## src/rtl/cpu_defs.sv

```systemverilog
// rtl/cpu_defs.sv - shared encodings and default widths for the memory port arbiter
package cpu_defs;

  localparam int DEF_ADDR_W = 16;
  localparam int DEF_DATA_W = 16;

  typedef enum logic [1:0] {
    IDLE    = 2'd0,
    ACC_CPU = 2'd1,
    ACC_AUX = 2'd2,
    DONE    = 2'd3
  } arb_state_t;

  typedef enum logic {
    OWN_CPU = 1'b0,
    OWN_AUX = 1'b1
  } owner_t;

endpackage

```

## src/rtl/arb_starve_counter.sv

```systemverilog
// rtl/arb_starve_counter.sv - counts denied aux cycles and forces an aux win at the limit
module arb_starve_counter #(
  parameter int MAX_WAIT = 8
) (
  input  logic clk,
  input  logic rst,
  input  logic aux_req,
  input  logic in_acc_aux,
  input  logic enter_aux,
  output logic force_aux
);

  localparam logic [7:0] MAX_CNT = 8'(MAX_WAIT);

  logic [7:0] wait_cnt;

  // Count cycles aux is waiting; restart when aux is served or stops asking
  always_ff @(posedge clk or negedge rst) begin
    if (!rst) begin
      wait_cnt <= 8'd0;
    end else if (!aux_req || enter_aux) begin
      wait_cnt <= 8'd0;
    end else if (!in_acc_aux && (wait_cnt < MAX_CNT)) begin
      wait_cnt <= wait_cnt + 8'd1;
    end
  end

  assign force_aux = aux_req && (wait_cnt == MAX_CNT);

endmodule

```

## src/rtl/mem_port_arbiter.sv

```systemverilog
// rtl/mem_port_arbiter.sv - shares one synchronous memory port between the CPU and an aux master
module mem_port_arbiter
  import cpu_defs::*;
#(
  parameter int ADDR_W    = DEF_ADDR_W,
  parameter int DATA_W    = DEF_DATA_W,
  parameter int MAX_WAIT  = 8,
  parameter int AUX_WRITE = 1
) (
  input  logic              clk,
  input  logic              rst,
  input  logic              cpu_req,
  input  logic              cpu_we,
  input  logic [ADDR_W-1:0] cpu_addr,
  input  logic [DATA_W-1:0] cpu_wdata,
  output logic              cpu_gnt,
  output logic              cpu_rvalid,
  output logic [DATA_W-1:0] cpu_rdata,
  input  logic              aux_req,
  input  logic              aux_we,
  input  logic [ADDR_W-1:0] aux_addr,
  input  logic [DATA_W-1:0] aux_wdata,
  output logic              aux_gnt,
  output logic              aux_rvalid,
  output logic [DATA_W-1:0] aux_rdata,
  output logic [ADDR_W-1:0] mem_addr,
  output logic [DATA_W-1:0] mem_wdata,
  output logic              mem_we,
  input  logic [DATA_W-1:0] mem_rdata
);

  arb_state_t        state, next_state;
  owner_t            cap_owner;
  logic              cap_we;
  logic [ADDR_W-1:0] cap_addr;
  logic [DATA_W-1:0] cap_wdata;
  logic [DATA_W-1:0] cpu_rdata_q, aux_rdata_q;
  logic              force_aux;
  logic              rd_done;

  arb_starve_counter #(.MAX_WAIT(MAX_WAIT)) u_starve (
    .clk       (clk),
    .rst       (rst),
    .aux_req   (aux_req),
    .in_acc_aux(state == ACC_AUX),
    .enter_aux (next_state == ACC_AUX),
    .force_aux (force_aux)
  );

  // State register; reset aborts any access in flight
  always_ff @(posedge clk or negedge rst) begin
    if (!rst) state <= IDLE;
    else      state <= next_state;
  end

  // Arbitrate only when the port is free; an access slot always lasts ACC + DONE
  always_comb begin
    next_state = state;
    case (state)
      IDLE, DONE: begin
        if (force_aux)     next_state = ACC_AUX;
        else if (cpu_req)  next_state = ACC_CPU;
        else if (aux_req)  next_state = ACC_AUX;
        else               next_state = IDLE;
      end
      ACC_CPU, ACC_AUX: next_state = DONE;
      default:          next_state = IDLE;
    endcase
  end

  // Capture the winner's command on the arbitration edge; aux writes become reads when disabled
  always_ff @(posedge clk or negedge rst) begin
    if (!rst) begin
      cap_owner <= OWN_CPU;
      cap_we    <= 1'b0;
      cap_addr  <= '0;
      cap_wdata <= '0;
    end else if (next_state == ACC_CPU) begin
      cap_owner <= OWN_CPU;
      cap_we    <= cpu_we;
      cap_addr  <= cpu_addr;
      cap_wdata <= cpu_wdata;
    end else if (next_state == ACC_AUX) begin
      cap_owner <= OWN_AUX;
      cap_we    <= (AUX_WRITE != 0) && aux_we;
      cap_addr  <= aux_addr;
      cap_wdata <= aux_wdata;
    end
  end

  // Keep each port's last read data so it holds while the other port is served
  always_ff @(posedge clk or negedge rst) begin
    if (!rst) begin
      cpu_rdata_q <= '0;
      aux_rdata_q <= '0;
    end else if (rd_done) begin
      if (cap_owner == OWN_CPU) cpu_rdata_q <= mem_rdata;
      else                      aux_rdata_q <= mem_rdata;
    end
  end

  // Bus and handshake outputs decoded from the current slot phase
  always_comb begin
    rd_done    = (state == DONE) && !cap_we;
    cpu_gnt    = (state == ACC_CPU);
    aux_gnt    = (state == ACC_AUX);
    mem_we     = (cpu_gnt || aux_gnt) && cap_we;
    mem_addr   = cap_addr;
    mem_wdata  = cap_wdata;
    cpu_rvalid = rd_done && (cap_owner == OWN_CPU);
    aux_rvalid = rd_done && (cap_owner == OWN_AUX);
    cpu_rdata  = cpu_rvalid ? mem_rdata : cpu_rdata_q;
    aux_rdata  = aux_rvalid ? mem_rdata : aux_rdata_q;
  end

endmodule

```

## config.mk

```make
export PLATFORM = sky130hd
export DESIGN_NAME = mem_port_arbiter
export DESIGN_NICKNAME = d
export VERILOG_FILES = /design/src/rtl/cpu_defs.sv /design/src/rtl/arb_starve_counter.sv /design/src/rtl/mem_port_arbiter.sv
export SDC_FILE = /design/constraint.sdc
export NUM_CORES = 1
export LEC_CHECK = 0
export BUFFER_PORTS_ARGS = -buffer_cell sky130_fd_sc_hd__buf_4
export CORE_MARGIN = 4
export CORE_UTILIZATION = 45
export CTS_CLUSTER_DIAMETER = 40
export DETAILED_ROUTE_END_ITERATION = 6
export PLACE_DENSITY = 0.77
export SYNTH_ARGS = -nofsm -noshare
export SYNTH_HDL_FRONTEND = slang
export SYNTH_SLANG_ARGS = --single-unit
```

## constraint.sdc

```tcl
create_clock -name clk -period 2.8 [get_ports clk]
set_clock_uncertainty 0.1 [all_clocks]
set_input_delay 0.42 -clock clk [delete_from_list [all_inputs] [get_ports clk]]
set_output_delay 0.42 -clock clk [all_outputs]
set_load 0.02 [all_outputs]
```

* Word level (Yosys, flattened, before mapping)
Index checks and enable logic that the tools add are counted.
Storage, ports and cells: flip-flop bits (word level) 76, bits of input ports 86, output and inout port bits 69, logic and storage cells 51
Operators by class: add/sub/neg operators 1, magnitude comparators 1, eq/ne operators 6, multiplexer cells 16, bitwise gates (word level) 1, reductions and logical operators 18
Operator list (count):
- 16-bit 2-to-1 mux | 6
- 8-bit 2-to-1 mux | 2
- 8-bit by 1-bit adder with 8-bit output (second input constant) | 1
- 8-bit by 4-bit == test with 1-bit output (second input constant) | 1
- 8-bit by 4-bit < comparator with 1-bit output (second input constant) | 1
- 2-bit == test (second input constant) | 3
- 1-bit logical AND | 6
- 2-bit 2-to-1 mux | 3
- 2-bit by 1-bit == test with 1-bit output (second input constant) | 2
- 1-bit 2-to-1 mux | 4
- 2-bit one-hot mux with 2 select lines | 1
- 2-bit AND reduction | 2
- 2-bit nonzero test | 2
- 2-bit OR reduction | 2
- 1-bit logical NOT | 3
- 2-bit logical NOT | 1
- 1-bit logical OR | 2
- 1-bit NOT | 1

* Depth between registers and ports, before layout
word-level depth 7, gate-level depth with buffers 10, gate-level depth less buffers 9

* Hierarchy
Synthesis repeated with hierarchy kept, for this count alone.
Unflattened totals: cell total of the unflattened synthesis 287, area total of the unflattened synthesis 3504.6 sq um
By module, submodules not included:
- mem_port_arbiter | instances 1, cells an instance 250, area an instance 3114.2 sq um, sequential area each 1701.6 sq um
- arb_starve_counter | instances 1, cells an instance 37, area an instance 390.4 sq um, sequential area each 200.2 sq um

* Worst setup path after synthesis
No wires, ideal clock.
path type reg-to-reg, from reg u_starve.wait_cnt[6], to reg cap_owner, library setup time 0.133 ns, data arrival time 2.106 ns, data required time 2.567 ns, setup slack 0.461 ns, stages on the path, launching flop included 8, path buffers 2, period minus slack after synthesis 2.339 ns, cell sequence dfrtp_1 > nor4_1 > nand4_1 > a21bo_2 > ha_1 > clkbuf_1 > clkbuf_1 > o21ai_0
Between the ends: longest elaborated chain between the ends 6, elaborated cells between the ends (all ways) 8, classes of those cells eq/ne: 3; mux: 3; reduce/logical: 2
RTL lines:
- start, declared | RTL line arb_starve_counter.sv:15 | logic [7:0] wait_cnt;
- start signal, assigned | RTL line arb_starve_counter.sv:24 | wait_cnt <= wait_cnt + 8'd1;
- 8-bit by 4-bit == test with 1-bit output * | RTL line arb_starve_counter.sv:28 | assign force_aux = aux_req && (wait_cnt == MAX_CNT);
- 1-bit logical AND * | RTL line arb_starve_counter.sv:28
- 2-bit 2-to-1 mux * | RTL line mem_port_arbiter.sv:61 | if (force_aux) next_state = ACC_AUX;
- 2-bit one-hot mux with 2 select lines * | RTL line mem_port_arbiter.sv:59 | case (state)
- net next_state[0] | RTL line mem_port_arbiter.sv:32 | arb_state_t state, next_state;
- 2-bit by 1-bit == test with 1-bit output or 2-bit == test (tied branches) | RTL line mem_port_arbiter.sv:78, mem_port_arbiter.sv:83
- 1-bit 2-to-1 mux or 2-bit nonzero test (tied branches)
- end signal, assigned | RTL line mem_port_arbiter.sv:74 | cap_owner <= OWN_CPU;
- end signal, assigned | RTL line mem_port_arbiter.sv:79 | cap_owner <= OWN_CPU;
- end signal, assigned | RTL line mem_port_arbiter.sv:84 | cap_owner <= OWN_AUX;
- end, declared | RTL line mem_port_arbiter.sv:33 | owner_t cap_owner;
The timed path passes the listed nets; every way through them passes the cells marked *. A chain may end at the register's enable or synchronous reset.

* Worst setup path after layout
from reg state[1], to out cpu_rdata[5]
Between the ends: longest elaborated chain between the ends 4
RTL lines:
- start, declared | RTL line mem_port_arbiter.sv:32
- start signal, assigned | RTL line mem_port_arbiter.sv:53 | else state <= next_state;
- 2-bit == test | RTL line mem_port_arbiter.sv:104 | rd_done = (state == DONE) && !cap_we;
- 1-bit logical AND | RTL line mem_port_arbiter.sv:104
- 1-bit logical AND | RTL line mem_port_arbiter.sv:110 | cpu_rvalid = rd_done && (cap_owner == OWN_CPU);
- 16-bit 2-to-1 mux | RTL line mem_port_arbiter.sv:112 | cpu_rdata = cpu_rvalid ? mem_rdata : cpu_rdata_q;
- end, declared | RTL line mem_port_arbiter.sv:18 | output logic [DATA_W-1:0] cpu_rdata,
Every way passes these cells.

==> reports/metrics.yaml <==
status:
  status: "completed"
sta:
  fin_crit_sh_pct: 89.48
  rsz0062_at_grt: "false"
  tns_ns: 0
  worst_pin_slew_ns: 0.9328
  setup_viol: 0
  hold_viol: 0
  fin_crit_ns: 2.505
  slew_viol_final: 0
  relSlewSlack_pct: 37.81
  fmax_mhz: 399.1
synthesis:
  synth_compound_area_share_pct: 5.803
  synth_most_common_cell: "dfrtp_1"
  synth_cell_types: 24
  yosys.area_share.adder_pct: 2.638
  synth_ff_type: "dfrtp_1"
  synth.top_cells.by_area: "dfrtp_1, mux2i_1, mux2_2"
  ys_async_sr_fraction_pct: 100.0
  ys_ff_latch: 76
  synth_top_area_share_pct: 57.27
  synth_area_leader_cell: "dfrtp_1"
  synth_cells: 266
  synthSimpleGateAreaFrac_pct: 8.666
  synth_mux_area_share_pct: 22.72
  yosysWarnings: 0
  synth_common_cells: "dfrtp_1, nand2_1, mux2i_1, o21ai_0, mux2_2"
  synthesis.area_sq_um: 3321
  synth_edf_count: 0
  syn_avg_cell_area_sq_um: 12.48
  syn_nets: 359
  synth_xor_area_share_pct: 0
  yosysSeqAreaShare_pct: 57.27
  synth_top_family_by_area: "multiplexers"
power_and_ir_drop:
  power.switching_mw: 2.679
  seqPwrFrac_pct: 28.1
  power_mw: 6.725
  p_leak_nw: 2.403
  powerDensity_nw_per_um2: 1391
  p_clk_share_pct: 15.6
  internal-power_mw: 4.046
  ir_drop_mv: 0.6551
  p_sw_share_pct: 39.84
  combPwrFrac_pct: 56.3
critical_path:
  critical_path_depth: 5
  crit_type: "flip-flop to output port"
  critPathBufInv: 2
  arrival_ns: 1.99
  worstPathCellList: "ha_1 -> nor3b_4 -> buf_4 -> mux2_2 -> buf_4"
  path_delay_family: "buffers and inverters"
  cpMostUsedCell: "buf_4"
  cpMaxStageDelayCell: "mux2_2"
  crit_path_start_kind: "flip-flop"
  cp_data_required_time_ns: 2.28
  end_kind: "output port"
  reg2reg_depth: 9
  crit_path_max_fanout: 17
  cp_slowest_stage_delay_ns: 0.39
grt:
  grt_use_total_pct: 18.17
  overflow: 0
  grt_pass1_vias: 2657
  grt_max_degree: 77
  antenna_found_initial: 0
  grt_pass1_wl_mm: 12.45
final_layout:
  final_layout_size_suffix_gt1_share_pct: 48.94
  area_growth_pct: 45.55
  n_fill_cell: 576
  multiInputGateArea_sq_um: 1325
  fin_nets: 514
  antenna_cells: 0
  regArea_sq_um: 1902
placed_design:
  dp.final_hpwl_mm: 5.939
  port_buffers: 154
  gp_congestion: 0.7132
routing:
  ant_nets: 0
  dr.pass1.iters: 4
  via_count: 2517
  drcViolationCount: 0
  wl_per_cell_um: 14.87
  drt-vias-per-instance: 4.803
  route.final.wire_length_mm: 7.791
  drt_iter0_markers: 92
cts:
  cts_sinks: 76
  cts_resized: 0
  cts_made_buffers: 9
  cts_max_level: 3
  clk_latency_ns: 0.32
  clkSlewWorstSetupHoldPaths_ns: 0.08
  postCtsHoldBufs: 0
  cts_tree: "done"
  postCtsSetupBuffers: 0
  clockBufferDepth: 2
  cts_root_buf: "clkbuf_8"
die:
  rows: 31
  fp.dieH_um: 93.90
  ios: 155
  dieArea_sq_um: 8817
  die_w_um: 93.90
  core_sq_um: 7214
  start_util_pct: 46.03
worst_hold_path:
  hold_class: "input pin to async pin"
flow_run:
  maxCapViolations: 0
per-layer routing:
layer	GRT usage, %	wire length [um]	up-vias
li1	-	-	1214
met1	21.13	3148	1180
met2	30.40	3750	117
met3	7.933	853	6
met4	5.295	39	0
met5	0	0	-
metrics by stage:
stage,hold slack (ns),setup WS (ns),util (%),instance area [sq um],instances
6_report,0.1211,0.2946,67.00,4833,524
4_1_cts,0.1537,0.2430,67.00,4833,524
3_5_place_dp,0.3738,0.5228,63.49,4581,509
2_1_floorplan,0.02441,0.4610,-,3321,266
5_1_grt,0.1837,0.1436,67.00,4833,524
3_3_place_gp,0.3652,0.5823,63.49,4581,509
final cells by class:
class	instances	area share [%]
tap	99	2.563
clock inverter	5	2.589
multi-input combinational	171	27.41
inverter	5	0.3883
sequential	76	39.35
timing repair buffer	158	25.06
clock buffer	10	2.640
placed cells by master, fill, tap and decap left out, drive strengths merged, types with 2 or more instances in the layout:
cell type and instances:
and2 4, bufinv 4, ha 7, nand3 2
o21ai 35, clkbuf 10, mux2 32, buf 158
nand4 2, inv 5, nor2b 3, nand2b 2
mux2i 36, dfrtp 76, nand2 41
flip-flops by register name, indices dropped and copies added, names as in the netlist:
| name | count |
|---|---|
| state | 2 |
| mem_addr | 16 |
| cap_we | 1 |
| u_starve.wait_cnt | 8 |
| cap_owner | 1 |
| aux_rdata_q | 16 |
| mem_wdata | 16 |
| cpu_rdata_q | 16 |
logic make-up after synthesis:
kind of cell             after synthesis
flip-flops                            76
AO/OA/AOI/OAI                         37
adder cells (fa/ha/maj)                7
buffers and inverters                 19
multiplexers                          68
AND/OR/NAND/NOR                       59
worst paths after layout:
path | from | endpoint | slack (ns)
max in group asynchronous | rst | cap_we | 1.86
hold reg to reg | mem_addr[14] | mem_addr[14] | 0.39
setup / recovery | state[1] | cpu_rdata[5] | 0.29
hold / removal | rst | aux_rdata_q[5] | 0.12
setup reg to reg | u_starve.wait_cnt[0] | u_starve.wait_cnt[3] | 0.56
min in group clk | mem_rdata[5] | aux_rdata_q[5] | 0.25
power groups by stage:
| stage | Clock (mW) | Combinational, mW | Sequential, mW |
|---|---|---|---|
| 6_report | 1.05 | 3.78 | 1.89 |
| 5_1_grt | 1.14 | 4.13 | 1.95 |
| 2_1_floorplan | 0 | 2.16 | 2.13 |
| 4_1_cts | 1.08 | 3.85 | 1.89 |
| 3_3_place_gp | 0 | 3.76 | 1.88 |
| 3_5_place_dp | 0 | 3.86 | 1.90 |
Power figures use the tool's default switching activity.
